[src/rtl/s1_issue_controller_if.sv]
// Fetch-side handshake and S1 issue bus of the issue controller.
// The controller takes the slave side; the fetch/S1 environment takes the master side.
interface s1_issue_controller_if;
  logic        instr_valid;
  logic [31:0] instr;
  logic        instr_ready;
  logic        flush;
  logic [31:0] issue_instr;
  logic        issue_valid;
  logic        stall;
  logic [15:0] stall_count;

  modport slave (
    input  instr_valid, instr, flush,
    output instr_ready, issue_instr, issue_valid, stall, stall_count
  );

  modport master (
    output instr_valid, instr, flush,
    input  instr_ready, issue_instr, issue_valid, stall, stall_count
  );
endinterface

[src/rtl/s1_issue_controller.sv]
// Holds one fetched word and issues it to S1 when free of RAW hazards, else a zero bubble; one edge from accept to issue.
// instr_ready drops while the pending word is hazard-blocked, during flush, and while reset is held.
module s1_issue_controller #(
  parameter int HAZ_DEPTH = 3
) (
  input  logic                 clk,
  input  logic                 rst,
  s1_issue_controller_if.slave bus
);
  logic [31:0]               pend_word;
  logic                      pend_valid;
  logic [HAZ_DEPTH-1:0]      sb_we;
  logic [HAZ_DEPTH-1:0][4:0] sb_dest;
  logic [31:0]               issue_instr_q;
  logic                      issue_valid_q;
  logic [15:0]               stall_cnt;

  logic [4:0] ws, rs1, rs2;
  logic       imm_form;
  logic       pend_writes;
  logic       hazard;
  logic       issue_now;
  logic       accept;

  assign ws          = pend_word[25:21];
  assign rs1         = pend_word[20:16];
  assign rs2         = pend_word[15:11];
  assign imm_form    = pend_word[29];
  assign pend_writes = (pend_word != 32'h0) && (ws != 5'd0);

  // Scoreboard entries never carry r0 with we set, so r0 sources cannot match.
  always_comb begin
    hazard = 1'b0;
    for (int i = 0; i < HAZ_DEPTH; i++) begin
      if (sb_we[i] && ((sb_dest[i] == rs1) || (!imm_form && (sb_dest[i] == rs2))))
        hazard = 1'b1;
    end
    hazard = hazard && pend_valid;
  end

  assign issue_now = pend_valid && !hazard;
  assign accept    = bus.instr_valid && bus.instr_ready;

  assign bus.instr_ready = rst && !bus.flush && !hazard;
  assign bus.stall       = hazard;
  assign bus.issue_instr = issue_instr_q;
  assign bus.issue_valid = issue_valid_q;
  assign bus.stall_count = stall_cnt;

  always_ff @(posedge clk or negedge rst) begin
    if (!rst) begin
      pend_word     <= '0;
      pend_valid    <= 1'b0;
      sb_we         <= '0;
      sb_dest       <= '0;
      issue_instr_q <= '0;
      issue_valid_q <= 1'b0;
      stall_cnt     <= '0;
    end else if (bus.flush) begin
      pend_valid    <= 1'b0;
      sb_we         <= '0;
      issue_instr_q <= '0;
      issue_valid_q <= 1'b0;
    end else begin
      for (int i = HAZ_DEPTH - 1; i > 0; i--) begin
        sb_we[i]   <= sb_we[i-1];
        sb_dest[i] <= sb_dest[i-1];
      end
      sb_we[0]      <= issue_now && pend_writes;
      sb_dest[0]    <= ws;
      issue_instr_q <= issue_now ? pend_word : 32'h0;
      issue_valid_q <= issue_now;
      if (hazard && (stall_cnt != 16'hFFFF))
        stall_cnt <= stall_cnt + 16'd1;
      // A word accepted on the issuing edge replaces the one leaving.
      if (accept) begin
        pend_word  <= bus.instr;
        pend_valid <= 1'b1;
      end else if (issue_now) begin
        pend_valid <= 1'b0;
      end
    end
  end
endmodule

[src/flat_wrapper.sv]
// flat-port wrapper written by rule: the top's interface ports become plain ports
module s1_issue_controller_flat 
#(
  parameter int HAZ_DEPTH = 3
)
  (clk, rst, bus_instr_valid, bus_instr, bus_flush, bus_instr_ready, bus_issue_instr, bus_issue_valid, bus_stall, bus_stall_count);
  s1_issue_controller_if bus_i ();
  input  logic clk;
  input  logic rst;
  input wire logic [$bits(bus_i.instr_valid)-1:0] bus_instr_valid;
  input wire logic [$bits(bus_i.instr)-1:0] bus_instr;
  input wire logic [$bits(bus_i.flush)-1:0] bus_flush;
  output wire logic [$bits(bus_i.instr_ready)-1:0] bus_instr_ready;
  output wire logic [$bits(bus_i.issue_instr)-1:0] bus_issue_instr;
  output wire logic [$bits(bus_i.issue_valid)-1:0] bus_issue_valid;
  output wire logic [$bits(bus_i.stall)-1:0] bus_stall;
  output wire logic [$bits(bus_i.stall_count)-1:0] bus_stall_count;
  assign bus_i.instr_valid = bus_instr_valid;
  assign bus_i.instr = bus_instr;
  assign bus_i.flush = bus_flush;
  assign bus_instr_ready = bus_i.instr_ready;
  assign bus_issue_instr = bus_i.issue_instr;
  assign bus_issue_valid = bus_i.issue_valid;
  assign bus_stall = bus_i.stall;
  assign bus_stall_count = bus_i.stall_count;
  s1_issue_controller #(.HAZ_DEPTH(HAZ_DEPTH)) u_core (.clk(clk), .rst(rst), .bus(bus_i));
endmodule
[config.mk]
export PLATFORM = sky130hd
export DESIGN_NAME = s1_issue_controller_flat
export DESIGN_NICKNAME = d
export VERILOG_FILES = /design/src/rtl/s1_issue_controller_if.sv /design/src/rtl/s1_issue_controller.sv /design/src/flat_wrapper.sv
export SDC_FILE = /design/constraint.sdc
export NUM_CORES = 1
export LEC_CHECK = 0
export BUFFER_PORTS_ARGS = -buffer_cell sky130_fd_sc_hd__buf_2
export CAP_MARGIN = 20
export CORE_MARGIN = 10
export CORE_UTILIZATION = 50
export DETAILED_ROUTE_END_ITERATION = 7
export PLACE_DENSITY = 0.7
export SLEW_MARGIN = 5
export SYNTH_ARGS = -nofsm -noshare
export SYNTH_HDL_FRONTEND = slang
export SYNTH_SLANG_ARGS = --single-unit
[constraint.sdc]
create_clock -name clk -period 5.92 [get_ports clk]
set_input_delay 0 -clock clk [delete_from_list [all_inputs] [get_ports clk]]
set_output_delay 0 -clock clk [all_outputs]
set_load 0.005 [all_outputs]
# ---- Word level (Yosys, flattened, before mapping)
# Index checks and enable logic that the tools add are counted.
dict set report totals {
  ff_bits 100
  input_bits 36
  out_inout_bits 51
  word_cells 53
}
dict set report op_classes {
  addsub 1
  n_eq_ne 7
  n_mux 10
  bitwise 1
  reduce_logical 25
}
# cell n
set ops {}
lappend ops {{$mux W32} 2}
lappend ops {{$reduce_bool A32 Y1} 1}
lappend ops {{$eq A5 B5 Y1} 6}
lappend ops {{$add A16 B1 Y16 const B} 1}
lappend ops {{$ne A16 B16 Y1 const B} 1}
lappend ops {{$logic_and A1 B1 Y1} 14}
lappend ops {{$mux W1} 7}
lappend ops {{$reduce_bool A5 Y1} 1}
lappend ops {{$reduce_and A2 Y1} 2}
lappend ops {{$logic_not A1 Y1} 3}
lappend ops {{$logic_or A1 B1 Y1} 3}
lappend ops {{$mux W3} 1}
lappend ops {{$reduce_bool A3 Y1} 1}
lappend ops {{$not A1 Y1} 1}

# ---- Longest topological paths before layout
# Gate-level depths: netlist of run 1.
dict set report logic_depth {
  depth_word 13
  ltp_mapped 9
  depth_no_buf 6
}

# ---- Worst setup path before layout of run 1
# Ideal clock, no wire load.
dict set report synth_timing {
  path_type {reg2reg}
  startpoint {register u_core.pend_word[15]}
  endpoint {register u_core.stall_cnt[1] (netlist: u_core.bus.stall_count[1])}
  setup_time_ns 0.125
  t_arrival_ns 1.951
  t_required_ns 5.795
  path_slack_ns 3.845
  stages_incl_launch_ff 9
  n_path_buf 2
  synth_period_minus_slack_ns 2.075
  cell_sequence {dfrtp_1 > buf_4 > xnor2_1 > nand4_1 > nor4b_1 > or4_1 > buf_4 > o21ai_1 > mux2_2}
}
dict set report synth_between {
  elab_chain_cells 10
  elab_cells_between_ends 18
  cone_classes {eq/ne: 3; mux: 3; reduce/logical: 12}
}
# item line
set synth_rtl {}
lappend synth_rtl {{from (decl)} s1_issue_controller.sv:10} ;# logic [31:0] pend_word;
lappend synth_rtl {{from (signal assigned)} s1_issue_controller.sv:77} ;# pend_word <= bus.instr;
lappend synth_rtl {{$eq A5 B5 Y1} s1_issue_controller.sv:35} ;# if (sb_we[i] && ((sb_dest[i] == rs1) || (!imm_form && (sb_dest[i] == rs2))))
lappend synth_rtl {{$logic_and A1 B1 Y1} s1_issue_controller.sv:35}
lappend synth_rtl {{$logic_or A1 B1 Y1} s1_issue_controller.sv:35}
lappend synth_rtl {{$logic_and A1 B1 Y1} s1_issue_controller.sv:35}
lappend synth_rtl {{$mux W1 (2 in series)} s1_issue_controller.sv:35}
lappend synth_rtl {{$mux W1 (*)} s1_issue_controller.sv:35}
lappend synth_rtl {{$logic_and A1 B1 Y1 (*)} s1_issue_controller.sv:38} ;# hazard = hazard && pend_valid;
lappend synth_rtl {{$logic_and A1 B1 Y1 (*)} s1_issue_controller.sv:73} ;# if (hazard && (stall_cnt != 16'hFFFF))
lappend synth_rtl {{$reduce_and A2 Y1 (no source line) (*)} n/a}
lappend synth_rtl {{to (signal assigned)} s1_issue_controller.sv:74} ;# stall_cnt <= stall_cnt + 16'd1;
lappend synth_rtl {{to (decl)} s1_issue_controller.sv:16} ;# logic [15:0] stall_cnt;
# Every way passes the cells marked *; elsewhere a longest branch is shown, timed or not.
# A chain may end at the register's enable or synchronous reset.

# ---- Worst setup path in the final report of run 1
dict set report layout_timing {
  startpoint {register u_core.pend_word[14]}
  endpoint {output bus_instr_ready}
}
dict set report layout_between {
  elab_chain_cells 10
  elab_cells_between_ends 18
  cone_classes {eq/ne: 3; mux: 3; reduce/logical: 12}
}
# item line
set layout_rtl {}
lappend layout_rtl {{$eq A5 B5 Y1} s1_issue_controller.sv:35}
lappend layout_rtl {{$logic_and A1 B1 Y1} s1_issue_controller.sv:35}
lappend layout_rtl {{$logic_or A1 B1 Y1} s1_issue_controller.sv:35}
lappend layout_rtl {{$logic_and A1 B1 Y1} s1_issue_controller.sv:35}
lappend layout_rtl {{$mux W1 (2 in series)} s1_issue_controller.sv:35}
lappend layout_rtl {{$mux W1 (*)} s1_issue_controller.sv:35}
lappend layout_rtl {{$logic_and A1 B1 Y1 (*)} s1_issue_controller.sv:38}
lappend layout_rtl {{$logic_not A1 Y1 (*)} s1_issue_controller.sv:44} ;# assign bus.instr_ready = rst && !bus.flush && !hazard;
lappend layout_rtl {{$logic_and A1 B1 Y1 (*)} s1_issue_controller.sv:44}
lappend layout_rtl {{to (decl)} flat_wrapper.sv:13} ;# output wire logic [$bits(bus_i.instr_ready)-1:0] bus_instr_ready;
# Marked as above.

==> results of run 1 <==
## sequential cells by signal, summed over array words and instances, names as in the netlist
signal	flops
u_core.bus.issue_instr	32
u_core.bus.issue_valid	1
u_core.bus.stall_count	16
u_core.pend_valid	1
u_core.pend_word	32
u_core.sb_dest	15
u_core.sb_we	3
## timing repair
action / CTS / global route
hold endpoints to repair: 64 / 0
hold buffers: 5 / 0
resized for setup: 0 / 0
## layout by cell type (no fill, tap or decap), types with 2 or more instances in the layout
cell,Yosys,final
dfrtp_1,100,99
buf_2,17,85
nor2_1,35,35
and2_1,34,34
o21ai_0,34,34
nand3_1,34,34
nand2_1,33,33
nor3b_1,32,32
a21oi_1,32,32
a311o_1,32,32
xnor2_1,30,30
mux2_2,16,16
xor2_1,15,15
and3_1,10,10
clkbuf_8,0,10
o211ai_1,8,8
buf_4,5,8
o2111ai_1,6,6
dlygate4sd3_1,0,5
nand4_1,3,3
nor4b_1,3,3
nor4_1,3,3
clkinvlp_4,0,3
nor2b_1,2,2
and3b_1,2,2
bufinv_16,0,2
## critical path, delay by kind of cell (launching register included)
kind,cells,cell delay (ns)
AO/OA/AOI/OAI,1,0.27
XOR/XNOR,1,0.17
buffers and inverters,2,0.57
flip-flops,1,0.49
AND/OR/NAND/NOR,4,1.45
## final cells by class
class | instances | area, sq um | share of cell area, %
well taps | 136 | 170 | 2.86
inverters | 1 | 3.75 | 0.0631
clock buffers | 10 | 138 | 2.31
repair buffers | 99 | 551 | 9.25
flip-flops and latches | 100 | 2500 | 42.1
clock inverters | 6 | 87.6 | 1.47
multi-input cells | 376 | 2500 | 42.0
## worst paths after layout
kind                                         endpoint                       start  cells after the start  slack, ns
max                                   bus_instr_ready        u_core.pend_word[14]                      8       2.60
min                              u_core.pend_word[30]               bus_instr[30]                      4       0.01
max reg2reg                 u_core.bus.stall_count[1]        u_core.pend_word[14]                      7       2.84
min reg2reg                u_core.bus.stall_count[12]  u_core.bus.stall_count[12]                      1       0.49
max in group asynchronous           u_core.pend_valid                         rst                      3       4.61
min in group asynchronous   u_core.bus.issue_instr[4]                         rst                      2       0.26
## metrics by stage
step / std cells / hold slack [ns] / setup WS (ns)
final: 728 / 0.0106 / 2.60
after global routing: 728 / 0.0115 / 2.37
after floorplan: 532 / -0.296 / 3.84
after detailed placement: 706 / 0.139 / 2.67
after global placement: 706 / 0.134 / 2.77
after CTS: 727 / 0.000209 / 2.61
## power by group through the flow
| stage | sequential [mW] | clock [mW] | combinational [mW] |
|---|---|---|---|
| 4_1_cts | 0.872 | 0.496 | 0.287 |
| 5_1_grt | 0.887 | 0.524 | 0.320 |
| 2_1_floorplan | 0.830 | 0 | 0.248 |
| 3_3_place_gp | 0.880 | 0 | 0.268 |
| 3_5_place_dp | 0.885 | 0 | 0.282 |
| 6_report | 0.874 | 0.486 | 0.284 |
## routing by layer
| metal | GRT usage [%] | part of all wire, % |
|---|---|---|
| met1 | 22.1 | 43 |
| met2 | 28.3 | 51 |
| met3 | 4.73 | 5.4 |
| met4 | 3.90 | 0.79 |
| met5 | 0 | 0 |
## kinds of logic (layout without fill, tap and decap cells)
kind of cell	count (synthesis)	after routing	synth area share, %
simple gates	197	197	20.7
flops	100	100	47.5
xor+xnor	45	45	7.48
buf+inv	56	116	5.32
compound gates	117	117	15.3
mux	16	16	3.42
fa+ha+maj	1	1	0.238
==> results_dict.tcl, run 1 <==
set metrics [dict create \
    dpl.hpwl_mm 8.34 \
    gp_congestion 0.899 \
    tritoncts "done" \
    clockPowerShare_pct 29.5 \
    switching_share_pct 29.2 \
    finalInstanceArea_sq_mm 0.00595 \
    ant_nets 0 \
    drive_gt1_share_pct 22.0 \
    power.switching_mw 0.481 \
    clock-sinks 100 \
    cp.arrival_ns 3.32 \
    synth_most_common_cell "dfrtp_1" \
    status "complete, no violations" \
    grt_usage_pct 17.2 \
    setup_viol 0 \
    first_global_vias 4107 \
    ir_drop_uv 141 \
    p_leak_nw 2.66 \
    holdCritPathClass "primary input to register" \
    cpPeakStageDelay_ns 1.04 \
    start_kind "register" \
    slew_headroom_pct 38.4 \
    design.die.area_sq_mm 0.0150 \
    wire_per_inst_um 17.7 \
    area_delta_synth_final_pct 13.0 \
    num_antenna_cells 0 \
    drt-total-wl_mm 12.9 \
    initial_core_util_pct 51.2 \
    p_per_area_mw_per_mm2 276 \
    vias 4242 \
    cts.clk_slew.worst_paths_ns 0.10 \
    power_mw 1.64 \
    clkLatencyLatePin_ns 0.36 \
    netlist_area_sq_mm 0.00527 \
    ys_types 37 \
    synthTopCellsByCount "dfrtp_1 (100), nor2_1 (35), and2_1 (34), nand3_1 (34), o21ai_0 (34)" \
    yosys_warnings 0 \
    ys.flop_type "dfrtp_1" \
    seqPwrFrac_pct 53.2 \
    p_int_mw 1.16 \
    core-area_sq_mm 0.0103 \
    skew_ns 0.0108 \
    io_buffers 86 \
    fin_tns_setup_ns 0 \
    synth_top_area_share_pct 47.5 \
    synth_edf_count 0 \
    grt_pass1_wl_mm 21.0 \
    end_kind "primary output" \
    yosysTopAreaCell "dfrtp_1" \
    clockBufferDepth 2 \
    ys_seq_elements 100 \
    cp_cell_sequence "xnor2_1, nand4_1, nor4b_1, or4_2, buf_4, o21ai_0, and3b_1, buf_2" \
    die_h_um 123 \
    synth_cells 532 \
    fin_nets 624 \
    report.final.slew_viol_count 0 \
    fin_util_pct 57.9 \
    cap_violations 0 \
    p_comb_share_pct 17.3 \
    crit_type "register to primary output" \
    rows 37 \
    synth_area_per_cell_sq_um 9.90 \
    grt_max_degree 98 \
    worstPathMaxFanout 51 \
    first_pass_iters 5 \
    ios 87 \
    grt-ovfl-total 0 \
    hold_viol 0 \
    min_period_ns 3.32 \
    antenna_found_initial 0 \
    rsz0062_at_grt "false" \
    yosysSeqAreaShare_pct 47.5 \
    initialDrtViolationCount 378 \
    required_ns 5.92 \
    dpl_cell_area_sq_mm 0.00566 \
    numCtsBuffers 9 \
    cts_max_level 3 \
    via_per_inst 5.83 \
    fill_cells 917 \
    syn-num-nets 569 \
    cts_setup_buffers 0 \
    route.detailed.drc 0 \
    yosys-top-cells-area "dfrtp_1 (48%), a311o_1 (6.1%), xnor2_1 (5.0%), nor3b_1 (4.6%), and2_1 (4.0%)" \
    ys_async_sr_fraction_pct 100 \
    tightestPinTransition_ns 0.923 \
    slowest_stage "or4_2" \
    fmax_mhz 301 \
    fin_crit_sh_pct 56.1 \
    cts-root-buf "clkbuf_8" \
    die_w_um 123 \
]
(Power assumes the default switching activity.)
==> run 2: changes to the inputs <==
- clock period: 5.92 -> 3.1 ns (I/O delays scaled with it)
==> run 2 against run 1 <==
Hold slack better by 0.0038 ns. Register-to-register slack worse by 2.4 ns. Sequential cell count unchanged. Critical path depth down 1. First-iteration DRC count down 12%. Core utilization up 0.57 points. Via count up 0.54%. Critical path type unchanged. Critical endpoint unchanged. Highest routed layer unchanged.
==> results_dict.tcl, run 2 (synthesized netlist as in run 1, its figures left out) <==
set metrics [dict create \
    io_buffers 86 \
    dp.cells 714 \
    start_kind "register" \
    hold_viol 0 \
    via_per_inst 5.81 \
    post-place-ws_ns 0.475 \
    fin_util_pct 58.5 \
    fin_tns_setup_ns 0 \
    status "complete, no violations" \
    cap_violations 0 \
    holdCritPathClass "primary input to register" \
    mostFrequentLayoutCells "dfrtp_1 (99), buf_2 (85), nor2_1 (35)" \
    drive_gt1_share_pct 22.6 \
    num_antenna_cells 0 \
    ir_drop_uv 249 \
    tightestPinTransition_ns 0.866 \
    vias 4265 \
    tritoncts "done" \
    mostFrequentLayoutCell "dfrtp_1" \
    design.die.area_sq_mm 0.0150 \
    clockBufferDepth 2 \
    area_delta_synth_final_pct 14.1 \
    skew_ns 0.00797 \
    ios 87 \
    required_ns 3.10 \
    fin_crit_sh_pct 89.7 \
    crit_type "register to primary output" \
    numCtsBuffers 9 \
    grt_pass1_wl_mm 21.0 \
    first_global_vias 4210 \
    route.detailed.drc 0 \
    fin_ws_ns 0.320 \
    power_mw 3.22 \
    cts-root-buf "clkbuf_8" \
    p_leak_nw 2.71 \
    fmax_mhz 360 \
    die_w_um 123 \
    slew_headroom_pct 42.3 \
    dpl.hpwl_mm 8.50 \
    initial_core_util_pct 51.2 \
    fin_cells 734 \
    antenna_found_initial 0 \
    report.final.slew_viol_count 0 \
    p_per_area_mw_per_mm2 535 \
    cts_max_level 3 \
    grt_usage_pct 17.0 \
    rsz0062_at_grt "false" \
    fin_nets 631 \
    clkLatencyLatePin_ns 0.36 \
    min_period_ns 2.78 \
    cp.arrival_ns 2.78 \
    grt-ovfl-total 0 \
    cts_setup_buffers 0 \
    end_kind "primary output" \
    die_h_um 123 \
    ant_nets 0 \
    rows 37 \
    drt-total-wl_mm 12.8 \
    clock-sinks 100 \
    core-area_sq_mm 0.0103 \
    grt_max_degree 71 \
    setup_viol 0 \
    worstPathMaxFanout 20 \
    gp_congestion 0.860 \
    initialDrtViolationCount 331 \
    cts.clk_slew.worst_paths_ns 0.09 \
    first_pass_iters 4 \
    wire_per_inst_um 17.5 \
]
-- run 2: changes by cell type in the layout (fill, tap and decap cells not counted), sizes merged --
cell and delta:
clkbuf +1, buf +7, bufinv +1, clkinvlp -2, clkinv -1
-- run 2: critical path, cell delays in order (launching register included) --
cell	delay, ns
dfrtp_1	0.51
xor2_1	0.21
nor4_1	0.08
and3_1	0.16
or4_2	0.81
o21ai_0	0.30
and3b_1	0.22
buf_2	0.13
-- run 2: metal layers --
metal	track usage, %	up-vias	share of wire, %
li1	-	2006	-
met1	21.6	2122	44
met2	27.9	125	49
met3	4.96	12	6.4
met4	4.05	0	0.98
met5	0	-	0
-- run 2: worst paths after layout --
kind	startpoint	endpoint	cells after the start	slack [ns]
max	u_core.pend_word[19]	bus_instr_ready	7	0.32
min	bus_instr[3]	u_core.pend_word[3]	4	0.01
max reg2reg	u_core.pend_word[17]	u_core.pend_word[17]	7	0.44
min reg2reg	u_core.bus.stall_count[12]	u_core.bus.stall_count[12]	1	0.49
max in group asynchronous	rst	u_core.bus.issue_instr[15]	3	1.72
min in group asynchronous	rst	u_core.bus.issue_instr[2]	2	0.13
-- run 2: layout make-up --
cell class,instances,area [sq um]
Inverter,1,3.75
Fill cell,917,4270
Clock buffer,11,141
Tap cell,136,170
Timing Repair Buffer,106,596
Sequential cell,100,2500
Multi-Input combinational cell,376,2500
Clock inverter,4,97.6
-- run 2: timing repair --
action | in CTS | in global routing
hold buffers | 4 | 1
hold endpoints to repair | 34 | 1
resized for setup | 0 | 0
-- run 2: power by group --
group	switching, mW	total (mW)	internal, mW
Combinational	0.255	0.551	0.297
Clock	0.445	1.00	0.555
Sequential	0.214	1.67	1.45
Total	0.914	3.22	2.30
-- run 2: stage by stage --
step                      cell area (sq um)  hold WS, ns
after global placement                 5720      -0.0249
after floorplan                        5270       -0.296
after CTS                              6000     0.000746
after global routing                   6010       0.0247
after detailed placement               5720      -0.0135
final                                  6010       0.0143
==> run 3: changes to the inputs <==
- BUFFER_PORTS_ARGS: -buffer_cell sky130_fd_sc_hd__buf_2 -> -buffer_cell sky130_fd_sc_hd__buf_4
- SKIP_CTS_REPAIR_TIMING: unset -> 1
==> run 3 against run 2 <==
The run now ends with negative hold slack left. Hold slack got worse by 0.024 ns. Sequential share of layout area fell by 1.0 points. Sequential cell count did not move. Total power fell by 3.9%. Cell count fell by 0.41%. First-iteration DRC count rose by 6.0%. Critical endpoint unchanged. Highest routed layer unchanged.
==> results_dict.tcl, run 3 (synthesized netlist as in run 1, its figures left out) <==
set metrics [dict create \
    cap_violations 0 \
    io_buffers 86 \
    fmax_mhz 343 \
    cts_max_level 3 \
    gp_congestion 0.914 \
    skew_ns 0.00725 \
    status "finished, violations left" \
    clockBufferDepth 2 \
    mostFrequentLayoutCells "buf_4 (99), dfrtp_1 (99), nor2_1 (35)" \
    setup_viol 0 \
    violations "negative hold slack" \
    die_h_um 123 \
    antenna_found_initial 0 \
    cp.arrival_ns 2.92 \
    p_per_area_mw_per_mm2 502 \
    ios 87 \
    fin_tns_setup_ns 0 \
    clkLatencyLatePin_ns 0.37 \
    cpPeakStageDelay_ns 0.61 \
    cts-root-buf "clkbuf_8" \
    route.detailed.drc 0 \
    worstPathMaxFanout 9 \
    cp_cell_sequence "xor2_1, nor4_1, a32o_1, o21ai_0, and3b_1, buf_4" \
    slowest_stage "nor4_1" \
    drt-total-wl_mm 12.8 \
    grt_pass1_wl_mm 21.2 \
    holdCritPathClass "primary input to register" \
    crit_type "register to primary output" \
    first_global_vias 4214 \
    wire_per_inst_um 17.5 \
    dpl.hpwl_mm 8.42 \
    first_pass_iters 7 \
    grt_max_degree 98 \
    hold_slack_ns -0.00933 \
    fin_util_pct 59.9 \
    numCtsBuffers 9 \
    tritoncts "done" \
    cts.clk_slew.worst_paths_ns 0.09 \
    p_leak_nw 2.71 \
    area_delta_synth_final_pct 17.0 \
    clock-sinks 100 \
    vias 4252 \
    hold_viol 13 \
    min_period_ns 2.92 \
    ir_drop_uv 237 \
    die_w_um 123 \
    required_ns 3.10 \
    start_kind "register" \
    design.die.area_sq_mm 0.0150 \
    core-area_sq_mm 0.0103 \
    fin_nets 627 \
    grt_usage_pct 17.2 \
    drive_gt1_share_pct 22.7 \
    initial_core_util_pct 51.2 \
    end_kind "primary output" \
    tightestPinTransition_ns 0.929 \
    fin_crit_sh_pct 94.1 \
    via_per_inst 5.82 \
    slew_headroom_pct 38.1 \
    initialDrtViolationCount 351 \
    ant_nets 0 \
    rsz0062_at_grt "false" \
    report.final.slew_viol_count 0 \
    rows 37 \
    grt-ovfl-total 0 \
    num_antenna_cells 0 \
]
[run 3: critical path: cells and delay by family (launching register included)]
kind,cells,cell delay (ns)
AO/OA/AOI/OAI,2,0.82
XOR/XNOR,1,0.21
buffers and inverters,1,0.13
flip-flops,1,0.50
AND/OR/NAND/NOR,2,0.90
[run 3: final timing paths]
check / startpoint / endpoint / slack, ns / cells past startpoint
worst min-delay path: bus_instr[16] / u_core.pend_word[16] / -0.009 / 4
min in group asynchronous: rst / u_core.bus.issue_instr[6] / 0.21 / 3
worst max-delay path: u_core.pend_word[20] / bus_instr_ready / 0.18 / 6
worst max register to register: u_core.pend_word[20] / u_core.bus.stall_count[9] / 0.53 / 6
max in group asynchronous: rst / u_core.pend_valid / 1.62 / 4
worst min register to register: u_core.bus.stall_count[14] / u_core.bus.stall_count[14] / 0.50 / 1
[run 3: power breakdown]
part / internal (mW) / total [mW] / switching, mW
registers: 1.45 / 1.66 / 0.213
clock network: 0.415 / 0.864 / 0.449
logic: 0.313 / 0.562 / 0.249
total: 2.18 / 3.09 / 0.911
[run 3: cell type report]
type                       count  area [sq um]
clock buffer                  12           155
clock inverter                 4          47.5
fill                         892          4120
inverter                       1          3.75
multi-input combinational    376          2500
sequential                   100          2500
tap                          136           170
timing repair buffer         102           783
[run 3: stage by stage]
step,power (mW),instances,area [sq um],setup WS (ns),hold slack (ns)
final,3.09,731,6160,0.184,-0.00933
after floorplan,2.06,532,5270,1.02,-0.296
after CTS,3.11,729,6140,0.196,-0.337
after global routing,3.26,731,6160,0.0296,0.00456
after detailed placement,2.25,713,5940,0.578,0.0695
after global placement,2.22,713,5940,0.609,0.0756
[run 3: per-layer routing]
metal | vias to the layer above | part of all wire (%) | GRT usage (%)
li1 | 2005 | - | -
met3 | 19 | 6.4 | 3.81
met2 | 122 | 48 | 26.5
met1 | 2106 | 44 | 22.9
met5 | - | 0 | 0
met4 | 0 | 1.9 | 7.73
